**src/rtl/hazard_unit_pkg.sv**
```systemverilog
// Shared pipeline definitions: forward-select codes, watchdog states, register-match helper.
// Latency: none (types and pure functions only).
// Backpressure: not applicable.
package hazard_unit_pkg;

    // E-stage operand mux selects
    localparam logic [1:0] FWD_RF = 2'b00;
    localparam logic [1:0] FWD_W  = 2'b01;
    localparam logic [1:0] FWD_M  = 2'b10;

    typedef enum logic [1:0] {
        WD_RUN  = 2'b00,
        WD_WAIT = 2'b01,
        WD_ERR  = 2'b10
    } wd_state_t;

    // A writing stage matches a source register; $zero never matches
    function automatic logic regHit(input logic wr, input logic [4:0] dst, input logic [4:0] src);
        return wr && (dst != 5'd0) && (dst == src);
    endfunction

endpackage

```
**src/rtl/hazard_watchdog.sv**
```systemverilog
// Data-memory wait watchdog: counts consecutive wait cycles, latches a sticky error on timeout.
// Latency: error visible the cycle after the TIMEOUT-th consecutive wait cycle.
// Backpressure: none; it observes memWait only, and ERR holds until reset.
module hazard_watchdog
    import hazard_unit_pkg::*;
#(
    parameter int TIMEOUT = 16
) (
    input  logic clk,
    input  logic rst_n,
    input  logic memWait,
    output logic errState,
    output logic busErr
);

    localparam int CW = $clog2(TIMEOUT);
    localparam logic [CW-1:0] LAST = CW'(TIMEOUT - 1);

    wd_state_t     state, stateNext;
    logic [CW-1:0] cnt, cntNext;

    // State and wait-counter registers
    always_ff @(posedge clk or negedge rst_n) begin
        if (!rst_n) begin
            state <= WD_RUN;
            cnt   <= '0;
        end else begin
            state <= stateNext;
            cnt   <= cntNext;
        end
    end

    // Next state: a ready in the would-trip cycle ends the wait, so it returns to RUN
    always_comb begin
        stateNext = state;
        cntNext   = cnt;
        case (state)
            WD_RUN: begin
                if (memWait) begin
                    stateNext = WD_WAIT;
                    cntNext   = CW'(1);
                end
            end
            WD_WAIT: begin
                if (!memWait) begin
                    stateNext = WD_RUN;
                    cntNext   = '0;
                end else if (cnt == LAST) begin
                    stateNext = WD_ERR;
                end else begin
                    cntNext = cnt + CW'(1);
                end
            end
            WD_ERR: begin
                stateNext = WD_ERR;
            end
            default: begin
                stateNext = WD_RUN;
                cntNext   = '0;
            end
        endcase
    end

    assign errState = (state == WD_ERR);
    assign busErr   = errState;

endmodule

```
**src/rtl/hazard_unit.sv**
```systemverilog
// Pipeline hazard controller: forwarding selects, stall/flush strobes, memory watchdog, stall counter.
// Latency: stall/flush/forward outputs are combinational; bus_err and stall_cnt are registered.
// Backpressure: dmem wait freezes F/D/E/M and bubbles W; load-use/branch hazards freeze F/D and bubble E.
module hazard_unit
    import hazard_unit_pkg::*;
#(
    parameter int TIMEOUT = 16,
    parameter int CNT_W   = 32
) (
    input  logic             clk,
    input  logic             rst_n,
    input  logic [4:0]       rsD,
    input  logic [4:0]       rtD,
    input  logic [4:0]       rsE,
    input  logic [4:0]       rtE,
    input  logic [4:0]       writeregE,
    input  logic [4:0]       writeregM,
    input  logic [4:0]       writeregW,
    input  logic             RegWriteE,
    input  logic             RegWriteM,
    input  logic             RegWriteW,
    input  logic             MemtoRegE,
    input  logic             MemtoRegM,
    input  logic             MemWriteM,
    input  logic             BranchD,
    input  logic             PCSrcD,
    input  logic             dmem_ready,
    output logic [1:0]       ForwardAE,
    output logic [1:0]       ForwardBE,
    output logic             ForwardAD,
    output logic             ForwardBD,
    output logic             StallF,
    output logic             StallD,
    output logic             StallE,
    output logic             StallM,
    output logic             FlushD,
    output logic             FlushE,
    output logic             FlushW,
    output logic             bus_err,
    output logic [CNT_W-1:0] stall_cnt
);

    logic lwStall, brStall, memWait, errState;

    assign memWait = (MemtoRegM || MemWriteM) && !dmem_ready;

    assign lwStall = regHit(MemtoRegE, writeregE, rsD) || regHit(MemtoRegE, writeregE, rtD);

    assign brStall = BranchD &&
                     (regHit(RegWriteE, writeregE, rsD) || regHit(RegWriteE, writeregE, rtD) ||
                      regHit(MemtoRegM, writeregM, rsD) || regHit(MemtoRegM, writeregM, rtD));

    // E-stage forwarding: the younger M result takes precedence over W
    always_comb begin
        ForwardAE = FWD_RF;
        ForwardBE = FWD_RF;
        if (regHit(RegWriteM, writeregM, rsE))      ForwardAE = FWD_M;
        else if (regHit(RegWriteW, writeregW, rsE)) ForwardAE = FWD_W;
        if (regHit(RegWriteM, writeregM, rtE))      ForwardBE = FWD_M;
        else if (regHit(RegWriteW, writeregW, rtE)) ForwardBE = FWD_W;
    end

    assign ForwardAD = regHit(RegWriteM, writeregM, rsD);
    assign ForwardBD = regHit(RegWriteM, writeregM, rtD);

    // Stall/flush priority: watchdog error, memory wait, data hazard, taken branch
    always_comb begin
        StallF = 1'b0;
        StallD = 1'b0;
        StallE = 1'b0;
        StallM = 1'b0;
        FlushD = 1'b0;
        FlushE = 1'b0;
        FlushW = 1'b0;
        if (errState || memWait) begin
            // Freeze everything up to M; W gets a bubble so the held M op is not retired twice
            StallF = 1'b1;
            StallD = 1'b1;
            StallE = 1'b1;
            StallM = 1'b1;
            FlushW = 1'b1;
        end else if (lwStall || brStall) begin
            StallF = 1'b1;
            StallD = 1'b1;
            FlushE = 1'b1;
        end else if (PCSrcD) begin
            FlushD = 1'b1;
        end
    end

    hazard_watchdog #(
        .TIMEOUT (TIMEOUT)
    ) u_watchdog (
        .clk      (clk),
        .rst_n    (rst_n),
        .memWait  (memWait),
        .errState (errState),
        .busErr   (bus_err)
    );

    // Saturating count of fetch-stall cycles
    always_ff @(posedge clk or negedge rst_n) begin
        if (!rst_n) begin
            stall_cnt <= '0;
        end else if (StallF && (stall_cnt != {CNT_W{1'b1}})) begin
            stall_cnt <= stall_cnt + 1'b1;
        end
    end

endmodule

```
**config.mk**
```make
export PLATFORM = sky130hd
export DESIGN_NAME = hazard_unit
export DESIGN_NICKNAME = d
export VERILOG_FILES = /design/src/rtl/hazard_unit_pkg.sv /design/src/rtl/hazard_watchdog.sv /design/src/rtl/hazard_unit.sv
export SDC_FILE = /design/constraint.sdc
export NUM_CORES = 1
export LEC_CHECK = 0
export CAP_MARGIN = 20
export CORE_AREA = 2 2 87 106
export DETAILED_ROUTE_END_ITERATION = 12
export DIE_AREA = 0 0 89 108
export GPL_ROUTABILITY_DRIVEN = 1
export MAX_ROUTING_LAYER = met4
export SLEW_MARGIN = 20
export SYNTH_ARGS = -nofsm -noshare
export SYNTH_HDL_FRONTEND = slang
export SYNTH_SLANG_ARGS = --single-unit
```
**constraint.sdc**
```tcl
create_clock -name clk -period 2.6 [get_ports clk]
set_input_delay 0.52 -clock clk [delete_from_list [all_inputs] [get_ports clk]]
set_output_delay 0.52 -clock clk [all_outputs]
set_load 0.01 [all_outputs]
```
==> flow_summary.json, run 1 <==
{
  "area_growth_pct": 60.19,
  "first_iter_violations": 49,
  "port_buffers": 91,
  "crit_start": "rsE[2]",
  "outcome": "finished clean",
  "root_buffer": "clkbuf_8",
  "rsz0062_at_grt": "false",
  "post_dp_cell_area_mm2": 0.003807,
  "start_util": 0.2941,
  "pre_cts_slack_ps": -605.8,
  "finClkSkew_ps": 9.069,
  "yosysTopAreaCell": "dfrtp_1",
  "tightest_slew_ps": 861.7,
  "setup_ws_ps": 83.51,
  "holdBufCountCts": 0,
  "yosysTopAreaCellShare": 0.3796,
  "ios": 92,
  "clk_latency_ps": 300,
  "die_y_um": 108,
  "grt_first_pass_wirelength_um": 11880,
  "ys.flop_type": "dfrtp_1",
  "slew_headroom": 0.4256,
  "setup_violations": 0,
  "cts.path.max_buffers": 2,
  "async_reset_ff_frac": 1.000,
  "antenna_found_initial": 0,
  "hold_viol": 0,
  "drive_gt1_frac": 0.2075,
  "fill_cells": 853,
  "antenna_left": 0,
  "finalPower_mw": 1.439,
  "cts_buffers": 5,
  "maxCapViolCount": 0,
  "cp-start-kind": "input port",
  "n_antenna_cell": 0,
  "netlist_instances": 268,
  "drc_errors": 0,
  "fp.dieW_um": 89,
  "fin_crit_sh": 0.9679,
  "drv_slew": 0,
  "critical_path.endpoint_type": "primary output",
  "cp.required_ps": 2080,
  "avgViaCountPerCell": 4.810,
  "clkTransAtPathRegs_ps": 80,
  "num_vias": 2487,
  "ys_types": 40,
  "grt_max_degree": 39,
  "ff2ff_path_depth": 6,
  "leakage_nw": 1.757,
  "final_common_cell": "clkdlybuf4s50_1",
  "yosysWarnings": 0,
  "synth_area_mm2": 0.002505,
  "avgRoutedWirePerCell_um": 14.77,
  "coreArea_mm2": 0.008518,
  "syn-num-nets": 316,
  "synth_edf_count": 0,
  "yosysSeqAreaShare": 0.3796,
  "max-vdd-ir-drop_mv": 0.2730,
  "holdCritPathClass": "in -> async",
  "ys_ff_latch": 38,
  "max_freq_mhz": 397.4,
  "clkSinkCount": 38,
  "r2r_start": "stall_cnt[9]",
  "htreeDepth": 2,
  "drt_wl_total_um": 7636,
  "power_density_mw_per_mm2": 358.7,
  "die_area_mm2": 0.009612,
  "dp_hpwl_um": 5843,
  "arrival_ps": 2000,
  "synth.area.top_cells": "dfrtp_1, xor2_1, xnor2_1, nor3_1, nand3_1",
  "rows": 37,
  "avgSynthCellArea_um2": 9.347,
  "grt.total_usage": 0.1629,
  "crit_fanout": 2,
  "fin_crit_ps": 2516,
  "globalplace.congestion": 0.8962,
  "most-common-layout-cells": "clkdlybuf4s50_1, xor2_1, buf_4",
  "overflow": 0,
  "worstSetupPathType": "in -> out",
  "cts_tree": "yes",
  "final_cell_area_mm2": 0.004013,
  "final_net_count": 447,
  "firstDrtPassIters": 4,
  "grt_pass1_vias": 2477
}
metrics by stage:
| step | hold slack, ps | util | TNS (ps) | instances |
|---|---|---|---|---|
| 6_report | 324.6 | 0.4711 | 0 | 517 |
| 3_5_place_dp | 486.1 | 0.4470 | -6279 | 505 |
| 3_3_place_gp | 474.1 | 0.4470 | -5919 | 505 |
| 5_1_grt | 410.4 | 0.4711 | 0 | 517 |
| 2_1_floorplan | 224.4 | - | 0 | 268 |
| 4_1_cts | 363.0 | 0.4677 | -122.1 | 516 |
layout make-up:
cell class	instances	area [um^2]	share of cell area
flip-flops and latches	38	950.9	0.2370
inverters	4	15.01	0.003742
well taps	117	146.4	0.03648
clock buffers	6	82.58	0.02058
repair buffers	137	1221	0.3043
multi-input cells	213	1536	0.3829
clock inverters	2	60.06	0.01497
worst max-delay path, cell delays in order:
cell	delay [ps]
clkdlybuf4s50_1	470
xor2_1	160
or4_1	540
nor4_2	140
buf_2	170
Yosys cell counts, types with 3 or more instances:
master / count
and2_1: 5
nor3_1: 20
xnor2_1: 18
xor2_1: 48
nor2_1: 13
nor4b_1: 3
a21oi_1: 3
nand4_1: 4
buf_4: 5
nand2_1: 24
dfrtp_1: 38
nand3_1: 19
or4_1: 3
o21ai_0: 4
nor4_1: 12
nor3b_1: 3
nand2b_1: 3
and3_1: 5
buf_2: 7
inv_1: 4
mux2_2: 4
repair_timing:
item	4_1_cts	5_1_grt
gates resized for setup	55	19
pin swaps	7	7
setup buffers	3	1
setup endpoints to repair	13	7
endpoints found under the hold margin	0	0
cloned	0	0
cells by family (layout without fill, tap and decap cells):
| logic type | Yosys count | in the layout | share of synthesized area |
|---|---|---|---|
| XOR/XNOR | 66 | 66 | 0.2308 |
| buffers and inverters | 17 | 149 | 0.03646 |
| AO/OA/AOI/OAI | 15 | 15 | 0.04146 |
| multiplexers | 7 | 7 | 0.03097 |
| flip-flops | 38 | 38 | 0.3796 |
| adder cells (fa/ha/maj) | 2 | 2 | 0.009988 |
| AND/OR/NAND/NOR | 123 | 123 | 0.2707 |
registers in the layout, summed over array words and instances, names as in the netlist:
name,cells
stall_cnt,32
u_watchdog.cnt,4
u_watchdog.state,2
routing by layer:
layer / routed length (um) / up-vias / global-route usage
met2: 3764 / 100 / 0.2846
met5: 0 / - / -
met3: 510 / 11 / 0.02519
li1: - / 1191 / -
met4: 147 / 0 / 0.05330
met1: 3213 / 1185 / 0.1891
path summary, 6_finish.rpt:
kind                                        to  slack, ps
max                               ForwardAE[0]         80
min                              stall_cnt[30]        320
max reg2reg                      stall_cnt[31]        360
min reg2reg                      stall_cnt[16]        500
max in group asynchronous  u_watchdog.state[0]       1730
min in group clk                 stall_cnt[16]        500
where the power goes:
part	leakage [nW]	internal (mW)	switching, mW
registers	0.448	0.590	0
clock network	0.0714	0.410	0.230
logic	1.24	0.114	0.0953
total	1.76	1.11	0.326
Power figures use the tool's default switching activity.
==> run 2, diff against run 1 <==
Settings changed: CORE_AREA 2 2 87 106 to 2 2 88 107, DIE_AREA 0 0 89 108 to 0 0 90 109, SYNTH_HIERARCHICAL set to 1.
==> run 2 against run 1 <==
  * Worst setup slack worse by 18 ps
  * Die area grew 2.1%
  * Power is 18% higher
  * Sequential power is 20% higher
  * Combinational power rose by 140%
  * First-iteration DRC count grew 86%
  * Register-to-register slack better by 170 ps
  * Critical path depth grew 1
  * Synthesized cell count up 0.75%
  * Hold slack gained 19 ps
  * Sequential share of layout area grew 0.37 points
  * Largest cell class unchanged
  * Largest power group is now registers
==> flow_summary.json, run 2 <==
{
  "root_buffer": "clkbuf_8",
  "setup_ws_ps": 65.53,
  "grt.total_usage": 0.1558,
  "largest_reg_flops": 32,
  "gr-usage-met3": 0.03041,
  "grt_first_pass_wirelength_um": 12020,
  "synth_edf_count": 0,
  "ys_types": 51,
  "fin_crit_ps": 2534,
  "holdBufCountCts": 0,
  "n_antenna_cell": 0,
  "clk_latency_ps": 290,
  "tightest_slew_ps": 867.9,
  "die_area_mm2": 0.009810,
  "cts_buffers": 5,
  "p_sw_frac": 0.2888,
  "combPwrFrac": 0.294,
  "synth.area.top_cells": "dfrtp_1, xnor2_1, xor2_1, nand3_1, and3_1",
  "yosysSeqAreaShare": 0.3706,
  "drt_wl_total_um": 7354,
  "largest_register": "stall_cnt",
  "globalplace.congestion": 0.8944,
  "yosysTopAreaCell": "dfrtp_1",
  "maxCapViolCount": 0,
  "worstSetupPathType": "in -> out",
  "htreeDepth": 2,
  "synth-simple-area-share": 0.2784,
  "critical_path.endpoint_type": "primary output",
  "start_util": 0.2902,
  "rows": 38,
  "grt_pass1_vias": 2390,
  "ios": 92,
  "final_common_cell": "clkdlybuf4s50_1",
  "power_density_mw_per_mm2": 430.8,
  "cts_tree": "yes",
  "max_freq_mhz": 394.6,
  "slew_headroom": 0.4214,
  "p_seq_frac": 0.415,
  "netlist_instances": 270,
  "max-vdd-ir-drop_mv": 0.3416,
  "synth_area_mm2": 0.002566,
  "avgRoutedWirePerCell_um": 14.39,
  "area_growth_pct": 53.97,
  "drv_slew": 0,
  "layoutNonFillerInstCount": 511,
  "dpl.cell_count": 503,
  "grt.busiest_layer": "met2",
  "num_vias": 2408,
  "avgSynthCellArea_um2": 9.504,
  "synth_compound_area_frac": 0.05119,
  "cp.required_ps": 2080,
  "antenna_left": 0,
  "first_iter_violations": 91,
  "muxShareOfSynthArea": 0.01219,
  "drive_gt1_frac": 0.1995,
  "die_y_um": 109,
  "holdCritPathClass": "in -> async",
  "outcome": "finished clean",
  "cp-start-kind": "input port",
  "overflow": 0,
  "largestRegisters": "stall_cnt: 32 flops, u_watchdog/cnt: 4 flops, u_watchdog/state: 2 flops",
  "async_reset_ff_frac": 1.000,
  "port_buffers": 91,
  "drc_errors": 0,
  "hold_viol": 0,
  "most-common-layout-cells": "clkdlybuf4s50_1, xnor2_1, dfrtp_1",
  "ys.flop_type": "dfrtp_1",
  "synthTopCellsByCount": "xnor2_1, dfrtp_1, nand3_1, xor2_1",
  "use_met1": 0.2017,
  "grt_max_degree": 39,
  "pre_cts_slack_ps": -572.2,
  "clkSinkCount": 38,
  "use_met2": 0.2503,
  "ys_ff_latch": 38,
  "dp_hpwl_um": 5532,
  "yosysWarnings": 6,
  "p_sw_mw": 0.4917,
  "clkTransAtPathRegs_ps": 70,
  "rsz0062_at_grt": "false",
  "yosys.cell_count.top_type": "xnor2_1",
  "yosysTopAreaCellShare": 0.3706,
  "fp.dieW_um": 90,
  "setup_violations": 0,
  "syn-num-nets": 318,
  "clockPowerShare": 0.291,
  "finClkSkew_ps": 4.500,
  "avgViaCountPerCell": 4.712,
  "arrival_ps": 2010,
  "crit_fanout": 2,
  "utilization": 0.4468,
  "fin_crit_sh": 0.9748,
  "synth_top_family_by_area": "simple AND/OR/NAND/NOR gates",
  "cts.path.max_buffers": 2,
  "coreArea_mm2": 0.008843,
  "leakage_nw": 1.795,
  "p_int_mw": 1.211,
  "firstDrtPassIters": 4,
  "fill_cells": 862,
  "synth_xor_area_frac": 0.2355,
  "synthAdderAreaFrac": 0.009751,
  "antenna_found_initial": 0,
  "final_net_count": 438
}
==> run 2: cell count changes after synthesis, moves of 4 or more <==
| cell | before | now |
|---|---|---|
| and3_1 | 5 | 13 |
| xor2_1 | 48 | 24 |
| buf_2 | 7 | 3 |
| nor3_1 | 20 | 10 |
| xnor2_1 | 18 | 45 |
| nand2_1 | 24 | 15 |
| nand3_1 | 19 | 34 |
| nor4_1 | 12 | 5 |
| and2_1 | 5 | 1 |
==> run 2: final timing paths <==
kind,from,to,slack (ps),depth (start not counted)
min reg2reg,stall_cnt[26],stall_cnt[26],500,1
min,rst_n,stall_cnt[12],340,1
max reg2reg,stall_cnt[0],stall_cnt[1],530,7
min in group clk,stall_cnt[26],stall_cnt[26],500,1
max,rsE[3],ForwardAE[1],70,6
max in group asynchronous,rst_n,u_watchdog/cnt[0],1720,1
==> run 2: timing repair <==
| action | in CTS | in global routing |
|---|---|---|
| pin swaps | 5 | 9 |
| gates resized for setup | 44 | 27 |
| endpoints found under the setup margin | 13 | 8 |
| buffers inserted | 0 | 0 |
==> run 2: critical path: stages <==
cell	delay [ps]
clkdlybuf4s50_1	500
xnor2_1	130
nand3_1	130
nor4_2	310
buf_4	160
dlygate4sd2_1	260
==> run 2: power by group through the flow <==
stage                     Combinational, mW  Sequential (mW)  Clock, mW
after floorplan                       0.202            0.731          0
after global placement                0.502            0.721          0
after detailed placement              0.511            0.718          0
after CTS                             0.505            0.709      0.516
after global routing                  0.544            0.718      0.543
final                                 0.500            0.707      0.495
==> run 2: metrics by stage <==
stage | area [um^2] | power [mW] | hold slack, ps | setup TNS (ps)
2_1_floorplan | 2566 | 0.9333 | 224.4 | 0
3_3_place_gp | 3802 | 1.222 | 478.7 | -7948
3_5_place_dp | 3802 | 1.229 | 485.8 | -8953
4_1_cts | 3911 | 1.729 | 368.1 | -130.4
5_1_grt | 3951 | 1.805 | 416.2 | 0
6_report | 3951 | 1.702 | 343.2 | 0
==> run 2: cells by family after synthesis <==
logic type	count (synthesis)
AOI/OAI and AO/OA	18
xor gates and xnor gates	69
adders and majority gates	2
buffers and inverters	18
DFF	38
muxes	3
and+or+nand+nor	122
==> run 2: layout make-up <==
type | count | area [um^2] | share of cell area
clock buffers | 5 | 68.82 | 0.01742
clock inverters | 3 | 40.04 | 0.01013
inverters | 3 | 11.26 | 0.002850
multi-input cells | 214 | 1562 | 0.3952
flip-flops and latches | 38 | 950.9 | 0.2407
well taps | 120 | 150.1 | 0.03800
repair buffers | 128 | 1169 | 0.2958
==> run 2: routing by layer <==
layer / up-vias / wire length [um]
met2: 93 / 3487
li1: 1180 / -
met4: 0 / 105
met1: 1125 / 3398
met5: - / 0
met3: 10 / 363
